$ cat src/rtl/dbg_host_bridge_pkg.sv
// rtl/dbg_host_bridge_pkg.sv - opcodes, response codes and FSM states for the host byte-link bridge
package dbg_host_bridge_pkg;

  localparam logic [7:0] OP_WR   = 8'h57;
  localparam logic [7:0] OP_RD   = 8'h52;
  localparam logic [7:0] RSP_ACK = 8'hAA;
  localparam logic [7:0] RSP_TMO = 8'hEE;

  typedef enum logic [2:0] {
    ST_IDLE  = 3'd0,
    ST_ADDR  = 3'd1,
    ST_DLO   = 3'd2,
    ST_DHI   = 3'd3,
    ST_WRITE = 3'd4,
    ST_READ  = 3'd5,
    ST_TX0   = 3'd6,
    ST_TX1   = 3'd7
  } state_e;

endpackage

$ cat src/rtl/dbg_host_bridge.sv
// rtl/dbg_host_bridge.sv - parses host command bytes into single debug-bus accesses
// and returns an ack byte, read data or a timeout code on the byte link.
module dbg_host_bridge
  import dbg_host_bridge_pkg::*;
#(
  parameter int unsigned TIMEOUT_CYCLES = 1024
) (
  input  logic        clk,
  input  logic        rst_n,
  input  logic [7:0]  rx_data,
  input  logic        rx_valid,
  output logic [7:0]  tx_data,
  output logic        tx_valid,
  input  logic        tx_ready,
  output logic [7:0]  dbg_a,
  output logic [15:0] dbg_di,
  output logic        dbg_we,
  output logic        dbg_rd,
  input  logic [15:0] dbg_do,
  input  logic        dbg_ready,
  output logic        rx_drop,
  output logic        busy
);

  localparam int unsigned   CW       = $clog2(TIMEOUT_CYCLES) + 1;
  localparam logic [CW-1:0] TMO_LAST = CW'(TIMEOUT_CYCLES - 1);

  state_e      state_q, state_d;
  logic [CW-1:0] cnt_q, cnt_d;
  logic        is_wr_q, is_wr_d;
  // Only the upper byte of the read word outlives the READ cycle; the low byte goes straight to tx_data.
  logic [7:0]  hold_hi_q, hold_hi_d;
  logic [7:0]  tx_data_q, tx_data_d;
  logic        tx_valid_q, tx_valid_d;
  logic [7:0]  dbg_a_q, dbg_a_d;
  logic [15:0] dbg_di_q, dbg_di_d;
  logic        dbg_we_q, dbg_we_d;
  logic        dbg_rd_q, dbg_rd_d;
  logic        rx_drop_q, rx_drop_d;
  logic        busy_q, busy_d;

  logic timed_out;
  logic tx_fire;
  logic byte_taken;

  assign timed_out = (cnt_q == TMO_LAST);
  assign tx_fire   = tx_valid_q & tx_ready;

  always_comb begin
    state_d    = state_q;
    is_wr_d    = is_wr_q;
    hold_hi_d  = hold_hi_q;
    tx_data_d  = tx_data_q;
    tx_valid_d = tx_valid_q;
    dbg_a_d    = dbg_a_q;
    dbg_di_d   = dbg_di_q;
    dbg_we_d   = dbg_we_q;
    dbg_rd_d   = dbg_rd_q;
    rx_drop_d  = 1'b0;
    byte_taken = 1'b0;

    case (state_q)
      ST_IDLE: begin
        if (rx_valid && rx_data == OP_WR) begin
          is_wr_d = 1'b1;
          state_d = ST_ADDR;
        end else if (rx_valid && rx_data == OP_RD) begin
          is_wr_d = 1'b0;
          state_d = ST_ADDR;
        end
      end
      ST_ADDR: begin
        if (rx_valid) begin
          byte_taken = 1'b1;
          dbg_a_d    = rx_data;
          if (is_wr_q) begin
            state_d = ST_DLO;
          end else begin
            dbg_rd_d = 1'b1;
            state_d  = ST_READ;
          end
        end else if (timed_out) begin
          state_d = ST_IDLE;
        end
      end
      ST_DLO: begin
        if (rx_valid) begin
          byte_taken     = 1'b1;
          dbg_di_d[7:0]  = rx_data;
          state_d        = ST_DHI;
        end else if (timed_out) begin
          state_d = ST_IDLE;
        end
      end
      ST_DHI: begin
        if (rx_valid) begin
          byte_taken     = 1'b1;
          dbg_di_d[15:8] = rx_data;
          dbg_we_d       = 1'b1;
          state_d        = ST_WRITE;
        end else if (timed_out) begin
          state_d = ST_IDLE;
        end
      end
      ST_WRITE: begin
        // Ready outranks a coincident timeout, and the strobe drops right away so the
        // downstream block sees exactly one access.
        if (dbg_ready || timed_out) begin
          dbg_we_d   = 1'b0;
          tx_data_d  = dbg_ready ? RSP_ACK : RSP_TMO;
          tx_valid_d = 1'b1;
          state_d    = ST_TX1;
        end
      end
      ST_READ: begin
        if (dbg_ready) begin
          dbg_rd_d   = 1'b0;
          hold_hi_d  = dbg_do[15:8];
          tx_data_d  = dbg_do[7:0];
          tx_valid_d = 1'b1;
          state_d    = ST_TX0;
        end else if (timed_out) begin
          dbg_rd_d   = 1'b0;
          tx_data_d  = RSP_TMO;
          tx_valid_d = 1'b1;
          state_d    = ST_TX1;
        end
      end
      ST_TX0: begin
        if (tx_fire) begin
          tx_data_d = hold_hi_q;
          state_d   = ST_TX1;
        end
      end
      ST_TX1: begin
        if (tx_fire) begin
          tx_valid_d = 1'b0;
          state_d    = ST_IDLE;
        end
      end
      default: state_d = ST_IDLE;
    endcase

    if (rx_valid && (state_q inside {ST_WRITE, ST_READ, ST_TX0, ST_TX1})) begin
      rx_drop_d = 1'b1;
    end

    if (state_d != state_q || byte_taken) begin
      cnt_d = '0;
    end else if (state_q inside {ST_ADDR, ST_DLO, ST_DHI, ST_WRITE, ST_READ}) begin
      cnt_d = cnt_q + 1'b1;
    end else begin
      cnt_d = cnt_q;
    end

    busy_d = (state_d != ST_IDLE);
  end

  always_ff @(posedge clk or negedge rst_n) begin
    if (!rst_n) begin
      state_q    <= ST_IDLE;
      cnt_q      <= '0;
      is_wr_q    <= 1'b0;
      hold_hi_q  <= 8'h00;
      tx_data_q  <= 8'h00;
      tx_valid_q <= 1'b0;
      dbg_a_q    <= 8'h00;
      dbg_di_q   <= 16'h0000;
      dbg_we_q   <= 1'b0;
      dbg_rd_q   <= 1'b0;
      rx_drop_q  <= 1'b0;
      busy_q     <= 1'b0;
    end else begin
      state_q    <= state_d;
      cnt_q      <= cnt_d;
      is_wr_q    <= is_wr_d;
      hold_hi_q  <= hold_hi_d;
      tx_data_q  <= tx_data_d;
      tx_valid_q <= tx_valid_d;
      dbg_a_q    <= dbg_a_d;
      dbg_di_q   <= dbg_di_d;
      dbg_we_q   <= dbg_we_d;
      dbg_rd_q   <= dbg_rd_d;
      rx_drop_q  <= rx_drop_d;
      busy_q     <= busy_d;
    end
  end

  assign tx_data  = tx_data_q;
  assign tx_valid = tx_valid_q;
  assign dbg_a    = dbg_a_q;
  assign dbg_di   = dbg_di_q;
  assign dbg_we   = dbg_we_q;
  assign dbg_rd   = dbg_rd_q;
  assign rx_drop  = rx_drop_q;
  assign busy     = busy_q;

endmodule

$ cat config.mk
export PLATFORM = sky130hd
export DESIGN_NAME = dbg_host_bridge
export DESIGN_NICKNAME = d
export VERILOG_FILES = /design/src/rtl/dbg_host_bridge_pkg.sv /design/src/rtl/dbg_host_bridge.sv
export SDC_FILE = /design/constraint.sdc
export NUM_CORES = 1
export LEC_CHECK = 0
export CORE_ASPECT_RATIO = 0.6
export CORE_MARGIN = 4
export CORE_UTILIZATION = 29
export DETAILED_ROUTE_END_ITERATION = 6
export PLACE_DENSITY = 0.5
export SYNTH_ARGS = -nofsm -noshare
export SYNTH_HDL_FRONTEND = slang
export SYNTH_SLANG_ARGS = --single-unit
$ cat constraint.sdc
create_clock -name clk -period 1.9 [get_ports clk]
set_input_delay 0.38 -clock clk [delete_from_list [all_inputs] [get_ports clk]]
set_output_delay 0.38 -clock clk [all_outputs]
set_load 0.03 [all_outputs]
Word-level counts from Yosys, hierarchy flattened:

Index checks and enable logic that the tools add are counted.
W data, S select, Z words.

* register bits after elaboration: 60
* input port bits: 29
* word-level logic and storage cells: 97

* add/subtract/negate cells: 1
* eq/ne operators: 18
* mux-type cells: 39
* bitwise operators: 1
* reduce and logical (&&, ||, !) cells: 25

Operators with widths (number)
* $mux W3: 12
* $mux W8: 4
* $pmux W3 S8: 1
* $pmux W8 S3: 1
* $mux W11: 2
* $eq A8 B7 Y1 const B: 2
* $mux W1: 15
* $eq A3 B3 Y1 const B: 4
* $ne A2 B2 Y1 const B: 6
* $reduce_and A4 Y1: 3
* $add A11 B1 Y11 const B: 1
* $eq A11 B10 Y1 const B: 1
* $reduce_and A2 Y1: 5
* $reduce_bool A3 Y1: 3
* $reduce_bool A2 Y1: 4
* $mux W7: 1
* $eq A3 B2 Y1 const B: 2
* $reduce_bool A5 Y1: 1
* $pmux W1 S2: 2
* $reduce_bool A4 Y1: 1
* $eq A3 B1 Y1 const B: 1
* $logic_and A1 B1 Y1: 3
* $logic_not A3 Y1: 1
* $ne A3 B3 Y1: 1
* 6 further kinds: 7

Depth between registers and ports, before layout:

Gate-level depths: netlist of run 1.

* depth in word-level cells: 8
* depth in mapped cells: 7
* depth with buffers taken out: 6

Worst setup path before layout of run 1:

No wires, ideal clock.

* kind: input to register
* start point: in rx_data[7]
* end point: reg cnt_q[8]
* library setup time: 0.120 ns
* arrival: 1.706 ns
* data required time: 1.780 ns
* path slack: 0.074 ns
* stages: 6
* path through: or4b_1 -> nor4_4 -> a211oi_1 -> mux2i_1 -> buf_4 -> and3b_1

* word-level cells in the longest chain between the ends: 8
* elaborated cells on any way between the ends: 11
* classes of those cells: eq/ne: 3; mux: 4; reduce/logical: 4

Ends and longest elaborated chain
* start: declaration: RTL line dbg_host_bridge.sv:10 `input logic [7:0] rx_data,`
* $eq A8 B7 Y1: RTL line dbg_host_bridge.sv:67 `end else if (rx_valid && rx_data == OP_RD) begin`
* $logic_and A1 B1 Y1: RTL line dbg_host_bridge.sv:67
* $mux W3: RTL line dbg_host_bridge.sv:67
* $mux W3 (*): RTL line dbg_host_bridge.sv:64 `if (rx_valid && rx_data == OP_WR) begin`
* $pmux W3 S8 (*): RTL line dbg_host_bridge.sv:62 `case (state_q)`
* $ne A3 B3 Y1 (*): RTL line dbg_host_bridge.sv:148 `if (state_d != state_q || byte_taken) begin`
* $logic_or A1 B1 Y1 (*): RTL line dbg_host_bridge.sv:148
* $mux W11 / $reduce_bool A2 Y1 (equally long branches)
* end signal: assignment: RTL line dbg_host_bridge.sv:175 `cnt_q <= cnt_d;`
* end: declaration: RTL line dbg_host_bridge.sv:29 `logic [CW-1:0] cnt_q, cnt_d;`

Mark *: on every way between the ends. The rest lies on a longest branch, timed or not.
A chain may end at the register's enable or synchronous reset.

Final worst setup path of run 1:

* start point: reg cnt_q[0]
* end point: reg busy_q, in the netlist busy

* word-level cells in the longest chain between the ends: 5
* elaborated cells on any way between the ends: 11
* classes of those cells: eq/ne: 1; mux: 8; reduce/logical: 2

Ends and longest elaborated chain
* $eq A11 B10 Y1 (*): RTL line dbg_host_bridge.sv:46 `assign timed_out = (cnt_q == TMO_LAST);`
* $mux W3, or another cell as far along: RTL line dbg_host_bridge.sv:122 `end else if (timed_out) begin`
* $mux W3, on equally long branches
* $pmux W3 S8 (*): RTL line dbg_host_bridge.sv:62
* net state_d[1]: RTL line dbg_host_bridge.sv:28 `state_e state_q, state_d;`
* $reduce_bool A3 Y1 (*): RTL line dbg_host_bridge.sv:156 `busy_d = (state_d != ST_IDLE);`
* net busy_d: RTL line dbg_host_bridge.sv:40 `logic busy_q, busy_d;`
* end signal: assignment: RTL line dbg_host_bridge.sv:185 `busy_q <= busy_d;`
* end: declaration: RTL line dbg_host_bridge.sv:40

The timed path passes the listed nets; every way through them passes the cells marked *.

==> results.json, run 1 <==
{
  "path_max_fanout": 4,
  "placed_cell_area_sq_um": 4050,
  "placementRows": 27,
  "syn-num-nets": 277,
  "cts.sinks": 60,
  "syn2layout_area_growth_pct": 56.8,
  "die_x_um": 137,
  "violations": "negative setup slack",
  "h-tree-depth": 3,
  "clkTransAtPathRegs_ps": 50,
  "dpl.hpwl_mm": 5.97,
  "worst_hold_slack_ps": 443,
  "multi_input_comb_area_sq_um": 1340,
  "dr.first_iter.drc_count": 133,
  "first_global_vias": 2512,
  "power.leakage_nw": 1.95,
  "path_delay_family": "simple AND/OR/NAND/NOR gates",
  "finalCriticalPeriod_ps": 2050,
  "skew_ps": 5.99,
  "pwr_density_cell_nw_per_um2": 1720,
  "path_class": "reg -> reg",
  "hold_viol_final": 0,
  "synth-main-ff-cell": "dfrtp_1",
  "grt_pass1_wl_mm": 13.2,
  "fin_ws_ps": -145,
  "ys_types": 47,
  "wire_per_inst_um": 15.7,
  "clk_latency_ps": 330,
  "finalCritPeriodShare": 1.08,
  "synth-seq-area-share": 0.522,
  "ys_ff_latch": 60,
  "seqCellArea_sq_um": 1500,
  "die_area_sq_um": 11600,
  "antenna_found_initial": 0,
  "syn_area_per_cell_sq_um": 11.6,
  "ant_nets": 0,
  "grt_start_max_net_pins": 53,
  "wl_mm": 8.04,
  "syn-instance-count": 247,
  "use_met2": 0.197,
  "n_fill_cell": 850,
  "layout_common_cells": "clkdlybuf4s50_1, dfrtp_1, buf_4",
  "busiest_layer": "met1",
  "worstPathRequired_ps": 2100,
  "numCtsBuffers": 9,
  "final_common_cell": "clkdlybuf4s50_1",
  "worstHoldPathType": "in -> async",
  "synth_warnings": 0,
  "peakVddDrop_mv": 0.868,
  "via_per_inst": 4.63,
  "setup_viol": 11,
  "vias": 2365,
  "critPathBufInv": 0,
  "grtUsageTotal": 0.147,
  "maxCapViolCount": 0,
  "core_sq_um": 9430,
  "root_buffer": "clkbuf_16",
  "final_area_sq_um": 4510,
  "firstDrtPassIters": 4,
  "cts.path.max_buffers": 2,
  "start_util": 0.305,
  "regToRegSetupSlack_ps": -150,
  "fmax_ghz": 0.489,
  "layout.nets": 406,
  "drv_slew": 0,
  "rsz0062_at_grt": "true",
  "cp_slowest_stage_delay_ps": 530,
  "worst_pin_slew_ps": 502,
  "cp_data_arrival_time_ps": 2240,
  "crit_chain": "ha_2 > nand3b_1 > o31ai_2 > and2b_1 > nand3_2 > or4_4",
  "ioPinCount": 66,
  "slew_headroom": 0.665,
  "crit_path_end_kind": "flop",
  "drive_gt1_frac": 0.365,
  "port_buffers": 65,
  "grtUsageMet1": 0.213,
  "status": "complete, but fails checks",
  "async_flop_share": 1.00,
  "diodes": 0,
  "die_y_um": 85.1,
  "synth_edf_count": 0,
  "finalCoreUtilization": 0.478,
  "place_ws_ps": -514,
  "place_congestion": 0.801,
  "cp-start-kind": "flop",
  "drc": 0,
  "cts_tree": "built",
  "crit_slowest_cell": "or4_4",
  "synthesis.area_sq_um": 2880,
  "gr-total-overflow": 0,
  "met3_usage": 0.0634
}
## worst reg2reg max path, stage by stage, from the launching register on
cell and delay [ps]:
dfrtp_1 350, ha_2 190, nand3b_1 210, o31ai_2 330
and2b_1 190, nand3_2 120, or4_4 530
## cell usage after synthesis, types with 4 or more instances
cell type | n | area [sq um]
inv_1 | 8 | 30.0
nand3_1 | 6 | 30.0
nor2_1 | 17 | 63.8
xnor2_1 | 4 | 35.0
a21oi_1 | 8 | 40.0
dfrtp_1 | 60 | 1500
o32ai_1 | 4 | 35.0
nor3_1 | 4 | 20.0
nand2_1 | 21 | 78.8
nor3b_1 | 4 | 30.0
xor2_1 | 7 | 61.3
buf_2 | 6 | 30.0
mux2_2 | 41 | 462
o21ai_0 | 6 | 30.0
## sequential cells by signal, summed over array words and instances, names as in the netlist
| name | flops |
|---|---|
| tx_data | 8 |
| dbg_a | 8 |
| tx_valid | 1 |
| dbg_we | 1 |
| state_q | 3 |
| dbg_rd | 1 |
| is_wr_q | 1 |
| busy | 1 |
| cnt_q | 11 |
| rx_drop | 1 |
| hold_hi_q | 8 |
| dbg_di | 16 |
## through the flow
step	total power [W]	cells	setup TNS [ps]
global placement	0.00577	485	-8570
global route	0.00821	511	-2900
floorplan	0.00415	247	0
CTS	0.00775	508	-1590
finish	0.00774	511	-518
detailed placement	0.00580	485	-10210
## per-layer routing
| metal | vias to the layer above | wire length, um |
|---|---|---|
| met1 | 1146 | 4150 |
| li1 | 1141 | - |
| met2 | 70 | 3090 |
| met5 | - | 0 |
| met3 | 8 | 733 |
| met4 | 0 | 69 |
## final cells by class
type	instances	share of cell area
Multi-Input combinational cell	169	0.297
Clock buffer	13	0.0622
Sequential cell	60	0.333
Inverter	8	0.00666
Tap cell	130	0.0361
Clock inverter	3	0.00943
Timing Repair Buffer	128	0.256
## what timing repair did
| item | CTS | global route |
|---|---|---|
| hold buffers | 1 | 0 |
| pin swaps | 0 | 6 |
| resized for setup | 5 | 10 |
| endpoints found under the setup margin | 20 | 25 |
| hold endpoints to repair | 8 | 0 |
| setup buffers | 5 | 3 |
| cloned | 1 | 0 |
## final timing paths
kind	from	end	cells after the start
min in group clk	tx_data[5]$_DFFE_PN0P_	tx_data[5]$_DFFE_PN0P_	1
setup reg to reg	cnt_q[0]$_DFFE_PN0P_	busy$_DFF_PN0_	6
hold / removal	rst_n	dbg_di[5]$_DFFE_PN0P_	2
max in group asynchronous	rst_n	hold_hi_q[3]$_DFFE_PN0P_	3
setup / recovery	cnt_q[0]$_DFFE_PN0P_	busy$_DFF_PN0_	6
hold reg to reg	tx_data[5]$_DFFE_PN0P_	tx_data[5]$_DFFE_PN0P_	1
## where the power goes
group | switching [W] | total [W] | internal, W | leakage [nW]
sequential | 0.000297 | 0.00208 | 0.00178 | 0.729
clock | 0.000556 | 0.00171 | 0.00115 | 0.158
combinational | 0.00198 | 0.00395 | 0.00197 | 1.06
## logic make-up (layout without fill, tap and decap cells)
group,Yosys count,after routing,synth area share
simple gates,82,82,0.164
flops,60,60,0.522
mux,42,42,0.164
compound gates,33,33,0.0831
buf+inv,18,152,0.0287
xor+xnor,11,11,0.0335
fa+ha+maj,1,1,0.00435
No activity file was read; power rests on OpenSTA's default activity.
==> run 2: changes to the inputs <==
--- a/config.mk
+++ b/config.mk
@@ -7,9 +7,9 @@
 export LEC_CHECK = 0
 export CORE_ASPECT_RATIO = 0.6
 export CORE_MARGIN = 4
-export CORE_UTILIZATION = 29
+export CORE_UTILIZATION = 30
 export DETAILED_ROUTE_END_ITERATION = 6
-export PLACE_DENSITY = 0.5
+export PLACE_DENSITY = 0.51
 export SYNTH_ARGS = -nofsm -noshare
 export SYNTH_HDL_FRONTEND = slang
 export SYNTH_SLANG_ARGS = --single-unit
==> run 2 against run 1 <==
  * The flow still finishes with violations (negative setup slack)
  * Sequential share of layout area fell by 0.15 points
  * Register-to-register slack improved by 80 ps
  * Sequential power barely moved
  * Critical endpoint unchanged
  * Setup slack improved by 81 ps
  * Combinational power rose by 2%
  * Sequential cell count did not move
  * Core utilization rose by 1.1 points
  * Non-clock buffer count rose by 1
==> results.json, run 2 (synthesis results as in run 1) <==
{
  "status": "complete, but fails checks",
  "violations": "negative setup slack",
  "finalCriticalPeriod_ps": 1960,
  "worstHoldPathType": "in -> async",
  "die_area_sq_um": 11300,
  "dr.first_iter.drc_count": 133,
  "skew_ps": 5.12,
  "place_congestion": 0.815,
  "h-tree-depth": 3,
  "syn2layout_area_growth_pct": 57.5,
  "numCtsBuffers": 9,
  "power_w": 0.00758,
  "layout.nets": 407,
  "ant_nets": 0,
  "first_global_vias": 2388,
  "start_util": 0.311,
  "dpl.hpwl_mm": 5.92,
  "peakVddDrop_mv": 0.802,
  "slew_headroom": 0.574,
  "tns_ps": -81.3,
  "path_class": "reg -> reg",
  "regToRegSetupSlack_ps": -60,
  "grt_pass1_wl_mm": 13.0,
  "diodes": 0,
  "cts.sinks": 60,
  "ioPinCount": 66,
  "r2r_end": "busy$_DFF_PN0_",
  "final_area_sq_um": 4530,
  "crit_path_end_kind": "flop",
  "clkTransAtPathRegs_ps": 50,
  "finalCritPeriodShare": 1.03,
  "cp_data_arrival_time_ps": 2160,
  "core_sq_um": 9260,
  "antenna_found_initial": 0,
  "hold_buffers": 0,
  "grt_start_max_net_pins": 29,
  "reg2reg_from": "cnt_q[0]$_DFFE_PN0P_",
  "wire_per_inst_um": 15.8,
  "die_y_um": 83.8,
  "die_x_um": 134,
  "rsz0062_at_grt": "true",
  "fin_ws_ps": -64.2,
  "cp-start-kind": "flop",
  "drv_slew": 0,
  "path_max_fanout": 3,
  "worst_pin_slew_ps": 639,
  "worstPathRequired_ps": 2100,
  "finalCoreUtilization": 0.489,
  "placed_cell_area_sq_um": 4100,
  "root_buffer": "clkbuf_16",
  "power.leakage_nw": 2.00,
  "r2r_cells": 7,
  "hold_viol_final": 0,
  "via_per_inst": 4.60,
  "grtUsageTotal": 0.148,
  "cts_tree": "built",
  "clk_latency_ps": 330,
  "drive_gt1_frac": 0.360,
  "layout_common_cells": "clkdlybuf4s50_1, dfrtp_1, buf_4",
  "port_buffers": 65,
  "firstDrtPassIters": 4,
  "final_common_cell": "clkdlybuf4s50_1",
  "drc": 0,
  "maxCapViolCount": 0,
  "largest_reg_flops": 16,
  "placementRows": 27,
  "fmax_ghz": 0.509,
  "gr-total-overflow": 0,
  "setup_viol": 3,
  "wl_mm": 8.07,
  "vias": 2350,
  "cts.path.max_buffers": 2,
  "pwr_density_cell_nw_per_um2": 1670
}
run 2: cell count changes in the layout (fill, tap and decap cells not counted), sizes merged:
| cell | before | now |
|---|---|---|
| clkinvlp | 1 | 0 |
| clkdlybuf4s50 | 62 | 61 |
| clkinv | 1 | 2 |
| bufinv | 1 | 0 |
| buf | 63 | 65 |
| dlymetal6s2s | 0 | 1 |
| dlygate4sd3 | 1 | 0 |
run 2: where the power goes:
part           internal [W]  switching, W  total, W
Combinational       0.00201       0.00201   0.00402
Sequential          0.00178      0.000309   0.00209
Clock              0.000940      0.000533   0.00147
run 2: metrics by stage:
step                      setup slack (ps)  std cells  hold slack (ps)
after floorplan                       73.7        247             84.4
after global placement                -433        489              444
after detailed placement              -429        489              448
after CTS                            -84.1        505             86.4
after global routing                  -126        511              120
final                                -64.2        511             74.1
run 2: critical path, stage by stage (launching register included):
cell,delay [ps]
dfrtp_1,360
ha_2,180
nand3b_1,150
buf_6,170
o31ai_4,190
and2b_1,190
nand3_2,90
or4_4,500
run 2: area by class of cell:
| cell class | instances | area [sq um] |
|---|---|---|
| flip-flops and latches | 60 | 1500 |
| clock inverters | 2 | 10.0 |
| inverters | 8 | 30.0 |
| clock buffers | 13 | 260 |
| well taps | 130 | 163 |
| fillers | 878 | 4730 |
| repair buffers | 129 | 1170 |
| multi-input cells | 169 | 1390 |
run 2: worst max-delay path by stage:
stage               cells after the start  slack [ps]               endpoint                 start
finish                                  7         -60         busy$_DFF_PN0_  cnt_q[0]$_DFFE_PN0P_
global route                            7        -130         busy$_DFF_PN0_  state_q[1]$_DFF_PN0_
CTS                                     7         -80         busy$_DFF_PN0_  cnt_q[0]$_DFFE_PN0P_
detailed placement                      7        -430  cnt_q[10]$_DFFE_PN0P_            rx_data[7]
global placement                        7        -430  cnt_q[10]$_DFFE_PN0P_            rx_data[7]
floorplan                               6          70   cnt_q[8]$_DFFE_PN0P_            rx_data[7]
run 2: timing repair:
action | 4_1_cts | 5_1_grt
setup buffers | 1 | 6
pin swaps | 1 | 6
gates resized for setup | 7 | 21
endpoints found under the setup margin | 24 | 19
run 2: layer usage:
layer / up-vias / global-route usage / wire (um)
met5: - / 0 / 0
met3: 5 / 0.0705 / 588
li1: 1145 / - / -
met4: 0 / 0.0250 / 42
met2: 67 / 0.187 / 3010
met1: 1133 / 0.228 / 4420
